`src/rtl/prach_fft3_sched.sv`:
```
// rtl/prach_fft3_sched.sv - round-robin frame scheduler feeding one radix-3 FFT pipeline
// Grants one PRACH channel per frame, streams FFT_LEN samples, then idles GUARD cycles.
module prach_fft3_sched #(
  parameter int NUM_CH  = 4,
  parameter int FFT_LEN = 864,
  parameter int GUARD   = 4
) (
  input  logic                      clk,
  input  logic                      rst_n,
  input  logic                      en,
  input  logic [NUM_CH*18-1:0]      s_dr,
  input  logic [NUM_CH*18-1:0]      s_di,
  input  logic [NUM_CH-1:0]         s_valid,
  output logic [NUM_CH-1:0]         s_ready,
  output logic [17:0]               dout_dr,
  output logic [17:0]               dout_di,
  output logic                      dout_dv,
  output logic                      sync_out,
  output logic [$clog2(NUM_CH)-1:0] dout_ch,
  output logic                      busy,
  output logic                      frame_done
);
  localparam int CH_W  = $clog2(NUM_CH);
  localparam int CNT_W = $clog2(FFT_LEN);
  localparam int GAP_W = 4;

  typedef enum logic [1:0] {IDLE, RUN, GAP} state_t;
  state_t state, state_nx;

  logic [CH_W-1:0]  rr_ptr;
  logic [CH_W-1:0]  req_idx;
  logic [CH_W-1:0]  cand;
  logic             req_found;
  logic             grant;
  logic             xfer;
  logic             last;
  logic [CNT_W-1:0] cnt;
  logic [GAP_W-1:0] gap_cnt;
  logic [17:0]      dr_arr [NUM_CH];
  logic [17:0]      di_arr [NUM_CH];

  always_comb begin
    for (int k = 0; k < NUM_CH; k++) begin
      dr_arr[k] = s_dr[k*18 +: 18];
      di_arr[k] = s_di[k*18 +: 18];
    end
  end

  // Search starts just after the last granted channel so every requester gets a turn.
  always_comb begin
    req_found = 1'b0;
    req_idx   = '0;
    cand      = '0;
    for (int i = 1; i <= NUM_CH; i++) begin
      cand = CH_W'((int'(rr_ptr) + i) % NUM_CH);
      if (!req_found && s_valid[cand]) begin
        req_found = 1'b1;
        req_idx   = cand;
      end
    end
  end

  always_ff @(posedge clk or negedge rst_n) begin
    if (!rst_n) begin
      state <= IDLE;
      busy  <= 1'b0;
    end else begin
      state <= state_nx;
      busy  <= (state_nx != IDLE);
    end
  end

  always_comb begin
    state_nx = state;
    case (state)
      IDLE:    if (grant) state_nx = RUN;
      RUN:     if (xfer && last) state_nx = (GUARD == 0) ? IDLE : GAP;
      GAP:     if (gap_cnt == GAP_W'(GUARD)) state_nx = IDLE;
      default: state_nx = IDLE;
    endcase
  end

  always_comb begin
    s_ready = '0;
    if (state == RUN) s_ready[dout_ch] = 1'b1;
    xfer  = (state == RUN) && s_valid[dout_ch];
    grant = (state == IDLE) && en && req_found;
    last  = (cnt == CNT_W'(FFT_LEN - 1));
  end

  // gap_cnt runs through 0..GUARD in GAP; the first GAP cycle still carries the last sample.
  always_ff @(posedge clk or negedge rst_n) begin
    if (!rst_n) begin
      rr_ptr     <= CH_W'(NUM_CH - 1);
      dout_ch    <= '0;
      cnt        <= '0;
      gap_cnt    <= '0;
      dout_dr    <= '0;
      dout_di    <= '0;
      dout_dv    <= 1'b0;
      sync_out   <= 1'b0;
      frame_done <= 1'b0;
    end else begin
      dout_dv    <= xfer;
      sync_out   <= xfer && (cnt == '0);
      frame_done <= xfer && last;
      if (grant) begin
        dout_ch <= req_idx;
        rr_ptr  <= req_idx;
        cnt     <= '0;
      end
      if (xfer) begin
        dout_dr <= dr_arr[dout_ch];
        dout_di <= di_arr[dout_ch];
        cnt     <= cnt + 1'b1;
      end
      if (state == RUN) gap_cnt <= '0;
      else if (state == GAP) gap_cnt <= gap_cnt + 1'b1;
    end
  end
endmodule

```
`config.mk`:
```
export PLATFORM = sky130hd
export DESIGN_NAME = prach_fft3_sched
export DESIGN_NICKNAME = d
export VERILOG_FILES = /design/src/rtl/prach_fft3_sched.sv
export SDC_FILE = /design/constraint.sdc
export NUM_CORES = 1
export LEC_CHECK = 0
export BUFFER_PORTS_ARGS = -buffer_cell sky130_fd_sc_hd__buf_2
export CAP_MARGIN = 20
export CORE_MARGIN = 1.5
export CORE_UTILIZATION = 38
export CTS_CLUSTER_DIAMETER = 80
export DETAILED_ROUTE_END_ITERATION = 12
export PLACE_DENSITY = 0.74
export REMOVE_ABC_BUFFERS = 1
export SLEW_MARGIN = 10
export SYNTH_ARGS = -nofsm -noshare
export SYNTH_HDL_FRONTEND = slang
export SYNTH_SLANG_ARGS = --single-unit
```
`constraint.sdc`:
```
create_clock -name clk -period 1.8 [get_ports clk]
set_clock_uncertainty 0.1 [all_clocks]
set_input_delay 0.09 -clock clk [delete_from_list [all_inputs] [get_ports clk]]
set_output_delay 0.09 -clock clk [all_outputs]
set_load 0.01 [all_outputs]
```
==> flow_results.xml <==
<?xml version="1.0" encoding="UTF-8"?>
<metrics>
  <group name="critical_path">
    <metric name="critical_path.reg2reg.endpoint" unit="">cnt[5]</metric>
    <metric name="critical-path-slowest-cell" unit="">sky130_fd_sc_hd__mux4_2</metric>
    <metric name="reg2reg_depth" unit="">6</metric>
    <metric name="crit_top_cell" unit="">sky130_fd_sc_hd__buf_6</metric>
    <metric name="worstSetupStartpointType" unit="">flip-flop</metric>
    <metric name="timing.setup.critical_path_class" unit="">reg2reg</metric>
    <metric name="worst_reg2reg_startpoint" unit="">dout_ch[0]</metric>
    <metric name="worst_ep_required_time" unit="ns">1.93</metric>
    <metric name="timing.critical_path.arrival" unit="ns">1.94</metric>
    <metric name="cp_slowest_stage_delay" unit="ns">0.56</metric>
    <metric name="crit_fanout" unit="">5</metric>
    <metric name="reg2reg_slack" unit="ns">-0.009</metric>
    <metric name="timing.critical_path.cells" unit="">mux4_2 &gt; buf_6 &gt; a22oi_2 &gt; buf_6 &gt; o21ai_0 &gt; o41ai_1</metric>
    <metric name="type_of_element_capturing_the_critical_path" unit="">flip-flop</metric>
  </group>
  <group name="floorplanning">
    <metric name="die_width" unit="um">100.9</metric>
    <metric name="num_rows" unit="">35</metric>
    <metric name="die-area" unit="um^2">10180</metric>
    <metric name="initial_core_util" unit="%">39.23</metric>
    <metric name="boundaryPins" unit="">197</metric>
    <metric name="placeableCoreArea" unit="um^2">9284</metric>
    <metric name="die_h" unit="um">100.9</metric>
  </group>
  <group name="pwr">
    <metric name="ir_worst_vdd" unit="V">0.0005910</metric>
    <metric name="p_leak" unit="nW">2.620</metric>
    <metric name="power_per_cell_area" unit="nW/um^2">1519</metric>
    <metric name="fin_total_pwr" unit="mW">7.805</metric>
  </group>
  <group name="sta">
    <metric name="fin_ws" unit="ns">-0.009337</metric>
    <metric name="unrepaired_setup_endpoints_after_global_routing" unit="">true</metric>
    <metric name="setup_violators_final" unit="">3</metric>
    <metric name="hold_viol_final" unit="">0</metric>
    <metric name="layout_min_cycle_time" unit="ns">1.809</metric>
    <metric name="fmax" unit="GHz">0.5527</metric>
    <metric name="timing.final.max_slew_violations" unit="">0</metric>
    <metric name="max_slew_margin" unit="%">73.54</metric>
    <metric name="finalSetupTns" unit="ns">-0.01218</metric>
    <metric name="hold_slack" unit="ns">0.05363</metric>
    <metric name="final.period_utilization" unit="%">100.5</metric>
    <metric name="worstMarginPinSlew" unit="ns">0.3969</metric>
  </group>
  <group name="layout">
    <metric name="finish.cell_count_without_fillers" unit="">699</metric>
    <metric name="finalCoreUtilization" unit="%">55.35</metric>
    <metric name="nets" unit="">724</metric>
    <metric name="final_design_area_no_fill" unit="um^2">5139</metric>
    <metric name="antennaDiodeCount" unit="">0</metric>
    <metric name="area_growth_from_synthesis_to_layout" unit="%">41.09</metric>
    <metric name="post_route_cells_drive_above_1_share" unit="%">50.35</metric>
  </group>
  <group name="drt">
    <metric name="detail_route.first_pass.iterations" unit="">4</metric>
    <metric name="vias_per_cell" unit="">5.076</metric>
    <metric name="drt_iter0_markers" unit="">143</metric>
    <metric name="wire_per_inst" unit="um">15.18</metric>
    <metric name="route.detailed.drc" unit="">0</metric>
    <metric name="totalWireLength" unit="um">10610</metric>
    <metric name="route.antenna.remaining_nets" unit="">0</metric>
    <metric name="via_count" unit="">3548</metric>
  </group>
  <group name="hold_path">
    <metric name="worstHoldEndpoint" unit="">rr_ptr[1]</metric>
    <metric name="min-delay-start" unit="">s_valid[3]</metric>
    <metric name="hold_class" unit="">in2reg</metric>
    <metric name="min_delay_path_depth" unit="">3</metric>
  </group>
  <group name="placement">
    <metric name="post_placement_cell_count" unit="">676</metric>
    <metric name="dpl_worst_slack" unit="ns">-0.05563</metric>
    <metric name="place.port_buffers" unit="">196</metric>
    <metric name="post-dp-hpwl" unit="um">7953</metric>
    <metric name="globalplace.congestion" unit="">0.7990</metric>
    <metric name="detailed_place.area" unit="um^2">4846</metric>
  </group>
  <group name="synth">
    <metric name="ys_top_cells_by_area" unit="">sky130_fd_sc_hd__dfrtp_1, sky130_fd_sc_hd__mux4_2, sky130_fd_sc_hd__nand2_1</metric>
    <metric name="synth.ff_latch_count" unit="">60</metric>
    <metric name="number_of_cells_produced_by_synthesis" unit="">353</metric>
    <metric name="syn_area_per_cell" unit="um^2">10.32</metric>
    <metric name="synth_area" unit="um^2">3642</metric>
    <metric name="sequential_to_total_area_share_from_yosys_stat" unit="%">41.29</metric>
    <metric name="synth_edf_count" unit="">0</metric>
    <metric name="synth-main-ff-cell" unit="">sky130_fd_sc_hd__dfrtp_1</metric>
    <metric name="synth_top_area_cell" unit="">sky130_fd_sc_hd__dfrtp_1</metric>
    <metric name="synth_async_sr_flop_share" unit="%">100.0</metric>
    <metric name="ys_types" unit="">51</metric>
    <metric name="synth.yosys.warnings" unit="">0</metric>
    <metric name="yosys.area.top_type_share" unit="%">39.85</metric>
  </group>
  <group name="global_route">
    <metric name="globalRouteOverflowTotal" unit="">0</metric>
    <metric name="grt_util_met1" unit="%">26.59</metric>
    <metric name="grtUsageTotal" unit="%">21.78</metric>
    <metric name="number_of_global_route_vias_before_repair" unit="">3608</metric>
    <metric name="grt_busiest_layer" unit="">met2</metric>
    <metric name="grt_start_max_net_pins" unit="">61</metric>
    <metric name="grt_pass1_wl" unit="um">17140</metric>
    <metric name="met3_usage" unit="%">4.785</metric>
    <metric name="global_route.usage.met2" unit="%">38.36</metric>
    <metric name="antenna_violations_before_repair" unit="">0</metric>
  </group>
  <group name="cts">
    <metric name="clkSlewWorstSetupHoldPaths" unit="ns">0.07</metric>
    <metric name="h_tree_levels" unit="">3</metric>
    <metric name="clock_path_buffers" unit="">2</metric>
    <metric name="numCtsBuffers" unit="">9</metric>
    <metric name="cts_sinks" unit="">60</metric>
    <metric name="clk_latency" unit="ns">0.34</metric>
    <metric name="tritoncts_clock_tree" unit="">done</metric>
    <metric name="cts-root-buf" unit="">sky130_fd_sc_hd__clkbuf_8</metric>
  </group>
  <group name="status">
    <metric name="result_of_the_run" unit="">finished with violations</metric>
    <metric name="violations" unit="">negative setup slack</metric>
  </group>
  <group name="flow_run">
    <metric name="total_of_max_cap_violations" unit="">0</metric>
  </group>
</metrics>
-- synth_stat cells (2+ instances only) --
master	number
sky130_fd_sc_hd__nand2_1	121
sky130_fd_sc_hd__o21ai_1	4
sky130_fd_sc_hd__o31ai_1	2
sky130_fd_sc_hd__buf_6	2
sky130_fd_sc_hd__buf_4	2
sky130_fd_sc_hd__dfstp_2	2
sky130_fd_sc_hd__and4_1	2
sky130_fd_sc_hd__mux2i_1	2
sky130_fd_sc_hd__nor2_1	7
sky130_fd_sc_hd__nor4bb_1	2
sky130_fd_sc_hd__mux4_2	37
sky130_fd_sc_hd__clkbuf_1	8
sky130_fd_sc_hd__ha_1	8
sky130_fd_sc_hd__o21ai_0	10
sky130_fd_sc_hd__and3_1	2
sky130_fd_sc_hd__or4_1	2
sky130_fd_sc_hd__a21oi_1	10
sky130_fd_sc_hd__nand3_1	7
sky130_fd_sc_hd__nand4_1	3
sky130_fd_sc_hd__buf_2	9
sky130_fd_sc_hd__dfrtp_1	58
sky130_fd_sc_hd__inv_1	17
sky130_fd_sc_hd__nor3b_1	2
sky130_fd_sc_hd__nor3_1	5
sky130_fd_sc_hd__or3_1	3
-- logic make-up (layout without fill, tap and decap cells) --
family,count (synthesis),after routing,synth area share [%]
and+or+nand+nor,161,161,18.93
DFF,60,60,41.29
AOI/OAI and AO/OA,45,45,8.417
muxes,39,39,23.43
buffers and inverters,39,256,4.946
adders and majority gates,8,8,2.748
xor gates and xnor gates,1,1,0.2405
-- cell type report --
cell class | instances | area, um^2
Inverter | 17 | 67.56
Timing Repair Buffer | 222 | 1222
Tap cell | 129 | 161.4
Clock inverter | 5 | 52.55
Clock buffer | 11 | 131.4
Sequential cell | 60 | 1508
Timing Repair inverter | 1 | 5.005
Fill cell | 854 | 4145
Multi-Input combinational cell | 254 | 1991
-- layer usage --
layer	vias to the layer above	routed length [um]	part of all wire, %
li1	1689	-	-
met1	1718	4139	39
met2	128	5757	54
met3	13	578	5.4
met4	0	137	1.3
met5	-	0	0
-- what timing repair did --
item / in CTS / in global routing
buffers inserted: 2 / 2
endpoints found under the setup margin: 13 / 53
pin swaps: 2 / 0
hold buffers: 1 / 0
cloned: 1 / 1
gates resized for setup: 8 / 8
endpoints found under the hold margin: 60 / 0
-- sequential cells by signal, summed over array words and instances, names as in the netlist --
| register | cells |
|---|---|
| cnt | 10 |
| busy | 1 |
| frame_done | 1 |
| dout_dr | 18 |
| state | 2 |
| gap_cnt | 4 |
| dout_di | 18 |
| sync_out | 1 |
| dout_dv | 1 |
| dout_ch | 2 |
| rr_ptr | 2 |
-- report_power, final --
group | total [mW] | switching (mW) | internal, mW | leakage [nW]
Combinational | 4.34 | 2.25 | 2.09 | 1.77
Clock | 1.18 | 0.550 | 0.633 | 0.0931
Sequential | 2.28 | 0.360 | 1.92 | 0.754
Total | 7.81 | 3.16 | 4.64 | 2.62
-- worst max-delay path by stage --
stage / slack [ns] / to / startpoint / cells past startpoint
after floorplan: -2.27 / busy / dout_ch[0] / 5
after global placement: 0.02 / cnt[2] / state[1] / 7
after detailed placement: -0.06 / cnt[2] / state[1] / 7
after CTS: -0.004 / cnt[2] / dout_ch[0] / 6
after global routing: -0.10 / cnt[2] / dout_ch[0] / 6
final: -0.009 / cnt[5] / dout_ch[0] / 6
-- critical path, delay by kind of cell, from the launching register on --
kind	cells	cell delay, ns
mux	1	0.56
buf+inv	2	0.31
flops	1	0.37
compound gates	3	0.36
-- layout by cell type, fill, tap and decap left out, types with 9 or more instances in the layout --
cell type and count:
sky130_fd_sc_hd__buf_2 196, sky130_fd_sc_hd__nand2_1 121, sky130_fd_sc_hd__dfrtp_1 55, sky130_fd_sc_hd__mux4_2 37, sky130_fd_sc_hd__buf_4 19, sky130_fd_sc_hd__inv_1 15, sky130_fd_sc_hd__o21ai_0 9, sky130_fd_sc_hd__a21oi_1 9
sky130_fd_sc_hd__clkbuf_8 9
Power figures use the tool's default switching activity.
